<file path="src/rtl/ssd_scan_decoder.sv">
// Snoops multiplexed seven-segment anode/segment lines and rebuilds the 4-digit hex value shown,
// with glitch rejection, illegal-pattern flags, frame completion pulses and a staleness timeout.
module ssd_scan_decoder #(
    parameter int STABLE_CYCLES  = 4,
    parameter int TIMEOUT_CYCLES = 100000
) (
    input  logic        clk,
    input  logic        reset,
    input  logic [3:0]  an,
    input  logic [6:0]  seg,
    output logic [15:0] value,
    output logic [3:0]  digit_valid,
    output logic [3:0]  digit_blank,
    output logic [3:0]  digit_err,
    output logic        frame_valid,
    output logic        stale
);

    localparam int SW = $clog2(STABLE_CYCLES + 1);
    localparam int TW = $clog2(TIMEOUT_CYCLES + 1);

    logic [10:0]   samp;
    logic [10:0]   samp_prev;
    logic [SW-1:0] stab_cnt;
    logic [TW-1:0] tmo_cnt;
    logic [3:0]    seen;

    logic [3:0] an_s;
    logic [6:0] seg_s;
    logic       same;
    logic       stable_hit;
    logic       capture;
    logic [3:0] sel;
    logic       legal;
    logic       blank;
    logic [3:0] nib;
    logic [3:0] seen_next;

    assign an_s       = samp[10:7];
    assign seg_s      = samp[6:0];
    assign same       = (samp == samp_prev);
    // The counter only passes through STABLE_CYCLES-1 once per stable run, so this fires once.
    assign stable_hit = same && (stab_cnt == SW'(STABLE_CYCLES - 1));
    assign capture    = stable_hit && (sel != 4'b0000);
    assign blank      = (seg_s == 7'h7F);
    assign seen_next  = seen | sel;

    always_comb begin
        sel = 4'b0000;
        case (an_s)
            4'b1110: sel = 4'b0001;
            4'b1101: sel = 4'b0010;
            4'b1011: sel = 4'b0100;
            4'b0111: sel = 4'b1000;
            default: sel = 4'b0000;
        endcase
    end

    always_comb begin
        legal = 1'b1;
        nib   = 4'h0;
        case (seg_s)
            7'h40: nib = 4'h0;
            7'h79: nib = 4'h1;
            7'h24: nib = 4'h2;
            7'h30: nib = 4'h3;
            7'h19: nib = 4'h4;
            7'h12: nib = 4'h5;
            7'h02: nib = 4'h6;
            7'h78: nib = 4'h7;
            7'h00: nib = 4'h8;
            7'h10: nib = 4'h9;
            7'h08: nib = 4'hA;
            7'h03: nib = 4'hB;
            7'h46: nib = 4'hC;
            7'h21: nib = 4'hD;
            7'h06: nib = 4'hE;
            7'h0E: nib = 4'hF;
            default: legal = 1'b0;
        endcase
    end

    always_ff @(posedge clk) begin
        if (reset) begin
            samp        <= '0;
            samp_prev   <= '0;
            stab_cnt    <= '0;
            tmo_cnt     <= '0;
            seen        <= '0;
            value       <= '0;
            digit_valid <= '0;
            digit_blank <= '0;
            digit_err   <= '0;
            frame_valid <= 1'b0;
            stale       <= 1'b0;
        end else begin
            samp        <= {an, seg};
            samp_prev   <= samp;
            frame_valid <= 1'b0;
            if (!same)
                stab_cnt <= '0;
            else if (stab_cnt != SW'(STABLE_CYCLES))
                stab_cnt <= stab_cnt + SW'(1);

            if (capture) begin
                tmo_cnt <= '0;
                stale   <= 1'b0;
                if (legal) begin
                    digit_valid <= digit_valid | sel;
                    digit_blank <= digit_blank & ~sel;
                    digit_err   <= digit_err & ~sel;
                    for (int i = 0; i < 4; i++)
                        if (sel[i]) value[4*i +: 4] <= nib;
                end else if (blank) begin
                    digit_blank <= digit_blank | sel;
                    digit_valid <= digit_valid & ~sel;
                end else begin
                    digit_err   <= digit_err | sel;
                    digit_valid <= digit_valid & ~sel;
                end
                if (seen_next == 4'hF) begin
                    frame_valid <= 1'b1;
                    seen        <= '0;
                end else begin
                    seen <= seen_next;
                end
            end else if (tmo_cnt != TW'(TIMEOUT_CYCLES)) begin
                // Saturate at the terminal count so the timeout fires only once per idle stretch.
                tmo_cnt <= tmo_cnt + TW'(1);
                if (tmo_cnt == TW'(TIMEOUT_CYCLES - 1)) begin
                    stale       <= 1'b1;
                    digit_valid <= '0;
                    seen        <= '0;
                end
            end
        end
    end

endmodule

</file>
<file path="config.mk">
export PLATFORM = sky130hd
export DESIGN_NAME = ssd_scan_decoder
export DESIGN_NICKNAME = d
export VERILOG_FILES = /design/src/rtl/ssd_scan_decoder.sv
export SDC_FILE = /design/constraint.sdc
export NUM_CORES = 1
export LEC_CHECK = 0
export ABC_AREA = 1
export CORE_MARGIN = 3
export CORE_UTILIZATION = 51
export DETAILED_ROUTE_END_ITERATION = 8
export GPL_TIMING_DRIVEN = 0
export PLACE_DENSITY = 0.82
export REMOVE_ABC_BUFFERS = 1
export SLEW_MARGIN = 20
export SYNTH_ARGS = -nofsm -noshare
export SYNTH_HDL_FRONTEND = slang
export SYNTH_SLANG_ARGS = --single-unit
</file>
<file path="constraint.sdc">
create_clock -name clk -period 1.4 [get_ports clk]
set_input_delay 0.21 -clock clk [delete_from_list [all_inputs] [get_ports clk]]
set_output_delay 0.21 -clock clk [all_outputs]
set_load 0.005 [all_outputs]
</file>
==> results of run 1 <==
-- power by group --
group          internal, W  switching (W)  total (W)
clock             0.000831       0.000860    0.00169
sequential         0.00219      0.0000492    0.00224
combinational     0.000209       0.000340   0.000550
total              0.00323        0.00125    0.00448
-- worst max-delay path, cell delays in order (launching register included) --
cell     delay [ns]
dfxtp_4        0.38
buf_4          0.16
nor3_2         0.20
nand2_1        0.17
nand3_4        0.14
nor2_8         0.06
nand3_4        0.16
nand3_4        0.12
nand2_1        0.09
nand2_1        0.05
nor2_1         0.20
-- metrics by stage --
step / TNS (ns) / hold WS (ns) / utilization [%] / power (W) / instance area [µm²]
after floorplan: -4.63 / 0.281 / - / 0.00253 / 3750
after global placement: -57.90 / 0.436 / 61.2 / 0.00262 / 4290
after detailed placement: -57.75 / 0.441 / 61.2 / 0.00263 / 4290
after CTS: -9.57 / 0.351 / 70.6 / 0.00439 / 4950
after global routing: -19.96 / 0.369 / 74.1 / 0.00463 / 5200
final: -16.29 / 0.348 / 74.1 / 0.00448 / 5200
-- cell usage after synthesis --
| cell | count | share of area [%] |
|---|---|---|
| nand3_2 | 5 | 1.3 |
| nor2_2 | 4 | 0.66 |
| nand2_8 | 1 | 0.53 |
| ha_1 | 5 | 1.6 |
| inv_1 | 75 | 7.4 |
| inv_2 | 13 | 1.3 |
| o21ai_0 | 6 | 0.79 |
| nand3_1 | 43 | 5.7 |
| dfxtp_1 | 76 | 40 |
| clkbuf_1 | 3 | 0.30 |
| nor3_1 | 10 | 1.3 |
| a21oi_2 | 2 | 0.46 |
| nor2_4 | 5 | 1.5 |
| buf_4 | 2 | 0.40 |
| buf_6 | 1 | 0.30 |
| nand2_1 | 135 | 13 |
| buf_1 | 1 | 0.099 |
| a41oi_1 | 1 | 0.23 |
| nor2_1 | 84 | 8.3 |
| nand3_4 | 2 | 0.92 |
| nand4_1 | 14 | 2.3 |
| nand2_4 | 3 | 0.89 |
| o21bai_1 | 2 | 0.40 |
| nor3b_1 | 1 | 0.20 |
| xor2_1 | 7 | 1.6 |
| or2_2 | 2 | 0.33 |
| or2_1 | 1 | 0.16 |
| nand2_2 | 8 | 1.3 |
| o211ai_1 | 1 | 0.20 |
| nor4_1 | 2 | 0.33 |
| a21oi_1 | 16 | 2.1 |
| nor2_8 | 4 | 2.1 |
| xnor2_1 | 5 | 1.2 |
| buf_2 | 1 | 0.13 |
| nor3_2 | 1 | 0.26 |
-- metal layers --
layer | up-vias | GRT usage [%] | part of all wire (%)
met3 | 71 | 5.93 | 8.0
met5 | - | 0 | 0
met4 | 0 | 10.8 | 5.3
li1 | 1836 | - | -
met1 | 1794 | 26.6 | 38
met2 | 255 | 39.1 | 48
-- final timing paths --
check | to | slack [ns] | cells past startpoint
max | value[14] | -0.43 | 10
min | samp[4] | 0.35 | 3
min reg2reg | register | 0.45 | 2
max reg2reg | value[14] | -0.43 | 10
-- cell families (layout without fill, tap and decap cells) --
group / after synthesis / in the layout / share of synthesized area, %
AND/OR/NAND/NOR: 325 / 326 / 41.4
XOR/XNOR: 12 / 12 / 2.77
buffers and inverters: 96 / 174 / 9.91
flip-flops: 76 / 76 / 40.1
adder cells (fa/ha/maj): 5 / 5 / 1.65
AO/OA/AOI/OAI: 28 / 28 / 4.18
-- layout make-up --
cell class,instances,area (µm²),share of cell area [%]
clock buffers,9,124,2.38
clock inverters,7,76.3,1.47
inverters,88,345,6.64
multi-input cells,371,2310,44.5
flip-flops and latches,76,1580,30.4
well taps,96,120,2.31
repair buffers,70,644,12.4
-- timing repair --
item,in CTS,in global routing
setup buffers,22,6
gates resized for setup,123,55
setup endpoints to repair,83,60
pin swaps,25,21
endpoints found under the hold margin,0,0
cloned,1,0
==> results.toml, run 1 <==
[logic_synthesis]
synth_area_um2 = 3800
synth_seq_cells = 76
ys_types = 35
synthCells = 542
ys_seq_area_share_pct = 40.1
yosysWarningCount = 0
synth.avg_cell_area_um2 = 7.01

[power]
max-vdd-ir-drop_mv = 0.550
leakagePower_nw = 2.44
power_density_nw_per_um2 = 861

[routing]
drc_errors = 0
vias = 3956
drtPass1Iterations = 7
routed_wl_mm = 10.9
postRouteAntennaNets = 0
wl_per_cell_um = 15.2
routed_via_density = 5.52
drt-initial-drc-count = 409

[die]
floorplan.initialDensity_pct = 54.1
fp-row-count = 30
ios = 43
die_y_um = 92.3
die_w_um = 92.3
core_um2 = 7020
die_area_um2 = 8520

[sta]
worst_slack_ns = -0.426
worst_slew_pin_slew_ns = 0.698
setup_violations = 54
maxSlewViolCount = 0
max_freq_ghz = 0.548
hold_viol_final = 0
rsz0062_at_grt = "yes"
finalWorstPathRequiredPeriod_ns = 1.83
post-route-period-util_pct = 130
slew_headroom_pct = 53.5
skew_ns = 0.0143

[place]
dp.cells = 672
gp_routability_congestion = 0.879
dp_hpwl_mm = 5.85
pre_cts_ws_ns = -1.26
port_buffers = 42

[run]
drv_cap = 0

[worst_hold_path]
hp-class = "in -> reg"
hp-start = "seg[4]"

[setup_path]
startpoint = "samp[4]"
cp-start-kind = "register"
end_kind = "register"
timing_worst_setup_path_type = "reg -> reg"
reg2reg_from = "samp[4]"
cp.required_ns = 1.67
cp.arrival_ns = 2.10
path_max_fanout = 6

[finish]
fin_cells = 717
layout_common_cells = "nand2_1, inv_1, nor2_1"
fin_nets = 634
areaGrowthSynthToFinish_pct = 36.9
mostFrequentLayoutCell = "nand2_1"
drive_gt1_share_pct = 31.1
n_antenna_cell = 0
fill_cells = 465

[global_route]
grt_pass1_wl_mm = 16.0
grt_usage_pct = 22.9
antenna_found_initial = 0
grt_max_degree = 29
grt_pass1_vias = 3691
grt-ovfl-total = 0

[cts]
cts.sinks = 76
clock_latency_ns = 0.36
cts_hold_buf = 0
clk_pin_slew_ns = 0.08
cts_made_buffers = 9
cts_tree = "built"
cts_root_buf = "clkbuf_8"
h-tree-depth = 3
cts_buffer_depth = 2

[run_status]
status = "finished, violations left"
violations = "negative setup slack"
Power figures use the tool's default switching activity.
==> inputs of run 2 (changes only) <==
--- a/config.mk
+++ b/config.mk
@@ -11,6 +11,7 @@
 export DETAILED_ROUTE_END_ITERATION = 8
 export GPL_TIMING_DRIVEN = 0
 export PLACE_DENSITY = 0.82
+export RECOVER_POWER = 100
 export REMOVE_ABC_BUFFERS = 1
 export SLEW_MARGIN = 20
 export SYNTH_ARGS = -nofsm -noshare
==> results of run 2 <==
The final DEF is identical to that of run 1; final timing and power are the same.
==> inputs of run 3 (changes only) <==
--- a/config.mk
+++ b/config.mk
@@ -13,7 +13,6 @@
 export PLACE_DENSITY = 0.82
 export RECOVER_POWER = 100
 export REMOVE_ABC_BUFFERS = 1
-export SLEW_MARGIN = 20
 export SYNTH_ARGS = -nofsm -noshare
 export SYNTH_HDL_FRONTEND = slang
 export SYNTH_SLANG_ARGS = --single-unit
==> results of run 3 <==
The final DEF is identical to that of run 1; final timing and power are the same.
==> patch 1, RTL diff (flow settings as in run 2) <==
Register the inputs `an` and `seg` before use. The logic sees them one clock later.
--- a/src/rtl/ssd_scan_decoder.sv
+++ b/src/rtl/ssd_scan_decoder.sv
@@ -18,6 +18,14 @@
 
     localparam int SW = $clog2(STABLE_CYCLES + 1);
     localparam int TW = $clog2(TIMEOUT_CYCLES + 1);
+
+    logic [3:0] an_q;
+    logic [6:0] seg_q;
+
+    always_ff @(posedge clk) begin
+        an_q  <= an;
+        seg_q <= seg;
+    end
 
     logic [10:0]   samp;
     logic [10:0]   samp_prev;
@@ -94,7 +102,7 @@
             frame_valid <= 1'b0;
             stale       <= 1'b0;
         end else begin
-            samp        <= {an, seg};
+            samp        <= {an_q, seg_q};
             samp_prev   <= samp;
             frame_valid <= 1'b0;
             if (!same)
Formal check against the unedited RTL: not equivalent (Yosys sat finds a counterexample within 10 cycles, from zero or initial values and one cycle with reset high).
==> patch 1 against run 2 <==
The flow still finishes with violations (negative setup slack). Power increased by 9.3%. Routed wire length increased by 18%. Final area increased by 6.4%. Area after synthesis decreased by 0.16%. Sequential cell count increased by 11. Combinational power decreased by 2%. Utilization increased by 5.2 points. Setup slack got worse by 33 ps. Critical endpoint is now value[6]$_SDFFE_PP0P_. Highest routed layer unchanged.
==> patch 1: results (changes against run 2) <==
metric	value	unit	change
route.met2.wl	6100	um	+16%
cts_max_level	3		unchanged
crit_arrival	2130	ps	+30 ps
finalSetupViolations	54		unchanged
seq_area_frac_synth	45.9	%	+5.9 points
drtIter0Drc	449		+9.8%
drt_pass1_iterations	6		-1
r2r-end	value[6]$_SDFFE_PP0P_		
hpwl	5660	um	-3.2%
instances_no_fill	725		+1.1%
fin_skew	14.7	ps	+0.415 ps
finalNetCount	642		+1.3%
placed_area	4280	sq um	-0.35%
hold_path_end	seg_q[6]$_DFF_P_		
synth_area_per_cell	7.17	sq um	+2.3%
wl	12900	um	+18%
fillers	401		-14%
pre_cts_ws	-1690	ps	-438 ps
crit_fanout	5		-1
yosysWarnings	0		unchanged
regToRegStartpoint	samp[7]$_SDFF_PP0_		
track_usage	25.2	%	+2.3 points
dp.cells	657		-2.2%
min_from	seg[6]		
grt_pass1_vias	3688		-0.081%
setup_tns	-17160	ps	-878 ps
outcome	finished with violations		
synth_common_cells	111 x nand2_1, 95 x nor2_1, 87 x dfxtp_1		
hold_depth	1		-2
synthTopCellsByArea	dfxtp_1 46%, nand2_1 11%, nor2_1 9.4%		
synth_cell_types	29		-17%
failed_checks	negative setup slack		
num_vias	4145		+4.8%
top_regs	tmo_cnt (17), value (16)		
relSlewSlack	52.6	%	-0.88 points
drive_above_1_share	35.3	%	+4.2 points
place_congestion	0.834		-5.1%
grt_first_pass_wirelength	17000	um	+6.5%
m1WireLength	4660	um	+12%
ir_worst_vdd	0.584	mV	+6.1%
grt_max_degree	30		+3.4%
p_leak	2.62	nW	+7.0%
wl_met3	1180	um	+36%
fin_ws	-459	ps	-32.6 ps
internal-power	3.55	mW	+9.8%
synth-async-reset-ratio	0	%	unchanged
clk_pin_slew_worst_paths	100	ps	+20 ps
patch 1: layer usage:
metal  vias to the layer above  track usage, %
met1                      1872            28.5
met4                         0            15.2
met3                       106            4.59
met5                         -               0
met2                       318            43.7
li1                       1849               -
patch 1: how the worst max path moves through the flow:
stage | slack, ps | start | to
final | -460 | samp[7]$_SDFF_PP0_ | value[6]$_SDFFE_PP0P_
after global routing | -700 | samp[7]$_SDFF_PP0_ | value[6]$_SDFFE_PP0P_
after floorplan | -310 | samp[2]$_SDFF_PP0_ | value[5]$_SDFFE_PP0P_
after global placement | -1630 | reset | tmo_cnt[15]$_SDFFE_PP0P_
after CTS | -220 | samp[1]$_SDFF_PP0_ | value[0]$_SDFFE_PP0P_
after detailed placement | -1690 | reset | tmo_cnt[15]$_SDFFE_PP0P_
patch 1: area by class of cell:
cell class / instances / area [sq um] / share of cell area, %
clock buffer: 11 / 131 / 2.37
clock inverter: 5 / 58.8 / 1.06
inverter: 85 / 348 / 6.28
multi-input combinational: 350 / 2240 / 40.5
sequential: 87 / 1800 / 32.5
tap: 96 / 120 / 2.17
timing repair buffer: 91 / 835 / 15.1
patch 1: timing repair:
action                                  in CTS  in global routing
hold buffers                                 0                  0
pin swaps                                   37                 44
setup buffers                               36                 14
hold endpoints to repair                     0                  0
endpoints found under the setup margin      81                 62
cloned                                       3                  0
gates resized for setup                    145                 85
patch 1: cell families after synthesis:
family,after synthesis,synth area share [%]
AOI/OAI and AO/OA,34,4.59
adders and majority gates,5,1.65
and+or+nand+nor,295,35.0
buffers and inverters,95,9.86
xor gates and xnor gates,13,3.00
DFF,87,45.9
patch 1: worst max-delay path: stages, from the launching register on:
cell     delay (ps)
dfxtp_2         360
inv_4            90
nand2_1          60
nand2_1          70
nand2_1         120
nor2_4          190
nand4_4         180
nor2_2          250
nand2_4         110
o21ai_0         260
nor2_1           70
patch 1: metrics by stage:
stage	power [mW]	util, %	hold WS [ps]
final	4.90	79.3	387
after global routing	5.04	79.3	379
after CTS	4.72	73.8	283
after detailed placement	2.93	61.3	395
after global placement	2.92	61.3	390
after floorplan	2.82	-	238
patch 1: power by group through the flow:
| stage | Clock [mW] | Combinational, mW | Sequential [mW] |
|---|---|---|---|
| global route | 1.87 | 0.579 | 2.59 |
| CTS | 1.71 | 0.431 | 2.57 |
| global placement | 0 | 0.292 | 2.63 |
| detailed placement | 0 | 0.299 | 2.63 |
| floorplan | 0 | 0.203 | 2.62 |
| finish | 1.77 | 0.540 | 2.59 |
==> patch 2, RTL diff (config.mk and constraints of run 2) <==
Made on the original files. Set the parameter `TIMEOUT_CYCLES` to 200000 (it was 100000).
--- a/src/rtl/ssd_scan_decoder.sv
+++ b/src/rtl/ssd_scan_decoder.sv
@@ -2,7 +2,7 @@
 // with glitch rejection, illegal-pattern flags, frame completion pulses and a staleness timeout.
 module ssd_scan_decoder #(
     parameter int STABLE_CYCLES  = 4,
-    parameter int TIMEOUT_CYCLES = 100000
+    parameter int TIMEOUT_CYCLES = 200000
 ) (
     input  logic        clk,
     input  logic        reset,
Formal check against the unedited RTL: same outputs for any inputs over 10 cycles, from zero or initial values and one cycle with reset high; that may be too few to reach the edited logic, so the function may still have changed.
==> patch 2 against run 2 <==
Global-route usage decreased by 0.29 points. Setup slack got worse by 110 ps. The run still ends with negative setup slack left. Highest routed layer unchanged. Area after synthesis decreased by 3.4%. Die area decreased by 3.2%. Routed wire length increased by 23%. Final area increased by 7.4%. Sequential cell count increased by 1. Power increased by 6.6%. Sequential power increased by 2%.
==> patch 2: results (changes against run 2) <==
metric	value	unit	change
synthTopCellsByArea	dfxtp_1 42%, nand2_1 12%, nor2_1 8.6%		
synth_cell_types	32		-8.6%
fillers	349		-25%
buffers	100		+43%
hpwl	5580	um	-4.7%
syn-cell-area	3670	sq um	-3.4%
synth-async-reset-ratio	0	%	unchanged
grt_first_pass_wirelength	15300	um	-4.2%
finalSetupViolations	56		+3.7%
placed_area	4150	sq um	-3.4%
cts_root_buffer	clkbuf_8		
failed_checks	negative setup slack		
relSlewSlack	47.7	%	-5.7 points
grt_pass1_vias	3375		-8.6%
drive_above_1_share	38.2	%	+7.1 points
multi_input_area	2370	sq um	+2.6%
multi_input_gates	354		-4.6%
crit_fanout	4		-2
route.detailed.drc	0		unchanged
min_from	seg[5]		
critPathLaunch	samp[3]$_SDFF_PP0_		
holdCritPathClass	input port to flop		
place_congestion	0.853		-2.9%
inv_count	85		-3.4%
ir_worst_vdd	0.459	mV	-16%
drtIter0Drc	466		+14%
antenna_found_initial	0		unchanged
synth_common_cells	113 x nand2_1, 84 x nor2_1, 78 x inv_1		
grt_max_degree	33		+14%
reg2reg_depth	13		+3
track_usage	22.6	%	-0.29 points
clockBufferDepth	2		unchanged
drt_pass1_iterations	6		-1
yosysWarnings	0		unchanged
numPortBuffers	42		unchanged
seq_area	1610	sq um	+1.7%
start_kind	flop		
clk_share	3.81	%	-0.041 points
num_vias	4308		+8.9%
fin_skew	11.2	ps	-3.09 ps
clkbuf_count	10		+1
seq_area_frac_synth	42.0	%	+2.0 points
setup_tns	-19810	ps	-3520 ps
wl	13300	um	+23%
p_leak	2.66	nW	+8.9%
fin_ws	-533	ps	-107 ps
outcome	finished with violations		
buf_share	16.7	%	+4.3 points
ys_seq_elements	77		+1.3%
finalNetCount	645		+1.7%
==> patch 2: cell types whose count changed in the layout (fill, tap and decap cells not counted), moves of 5 or more <==
cell,run 2,this run
buf_4,24,42
nand2_1,115,92
o21ai_1,1,6
dlygate4sd2_1,24,15
dlymetal6s2s_1,6,12
nand3_1,24,17
nor3_4,1,6
nor2_2,14,20
nand3_4,12,7
buf_6,2,15
nor2_1,64,57
==> patch 2: metal layers <==
| metal | vias up | wire, um | track usage [%] |
|---|---|---|---|
| li1 | 1859 | - | - |
| met1 | 1963 | 4960 | 27.7 |
| met2 | 369 | 6110 | 38.0 |
| met3 | 117 | 1350 | 5.00 |
| met4 | 0 | 919 | 9.55 |
| met5 | - | 0 | 0 |
==> patch 2: cells by family (layout without fill, tap and decap cells) <==
group | count (synthesis) | after routing | synth area share, %
flops | 77 | 77 | 42.0
compound gates | 38 | 38 | 5.59
fa+ha+maj | 5 | 5 | 1.71
xor+xnor | 16 | 16 | 3.82
simple gates | 291 | 295 | 36.4
buf+inv | 95 | 200 | 10.5
==> patch 2: where the power goes <==
part / internal (mW) / switching, mW
sequential: 2.22 / 0.0603
combinational: 0.241 / 0.371
clock: 1.03 / 0.852
total: 3.49 / 1.28
==> patch 2: worst min path at each step <==
| stage | endpoint | slack, ps | depth (start not counted) |
|---|---|---|---|
| floorplan | flop | 280 | 1 |
| global placement | stale$_SDFFE_PP0P_ | 440 | 2 |
| detailed placement | stale$_SDFFE_PP0P_ | 450 | 2 |
| CTS | samp[5]$_SDFF_PP0_ | 350 | 3 |
| global route | samp[9]$_SDFF_PP0_ | 360 | 3 |
| finish | samp[5]$_SDFF_PP0_ | 350 | 3 |
==> patch 2: worst max-delay path, cell delays in order (launching register included) <==
cell     delay (ps)
dfxtp_4         380
inv_2           110
nor2_4           50
nand2_2          90
nand2_1          60
nand2_1         130
nand2_1         160
nor2_4          240
buf_4           180
nand3_2         140
nand3_2         110
nand2_1          60
inv_1            80
nor2_1           50
==> patch 2: timing repair <==
item	CTS	global route
setup buffers	29	29
pin swaps	33	47
setup endpoints to repair	77	69
hold endpoints to repair	0	0
resized for setup	108	138
gates cloned	3	2
==> patch 2: metrics by stage <==
stage | cells | utilization, % | setup slack, ps | hold WS, ps
global route | 727 | 81.3 | -577 | 357
CTS | 696 | 70.9 | -269 | 353
global placement | 649 | 60.3 | -1420 | 436
detailed placement | 649 | 60.3 | -1500 | 449
finish | 727 | 81.3 | -533 | 346
floorplan | 511 | - | -620 | 279
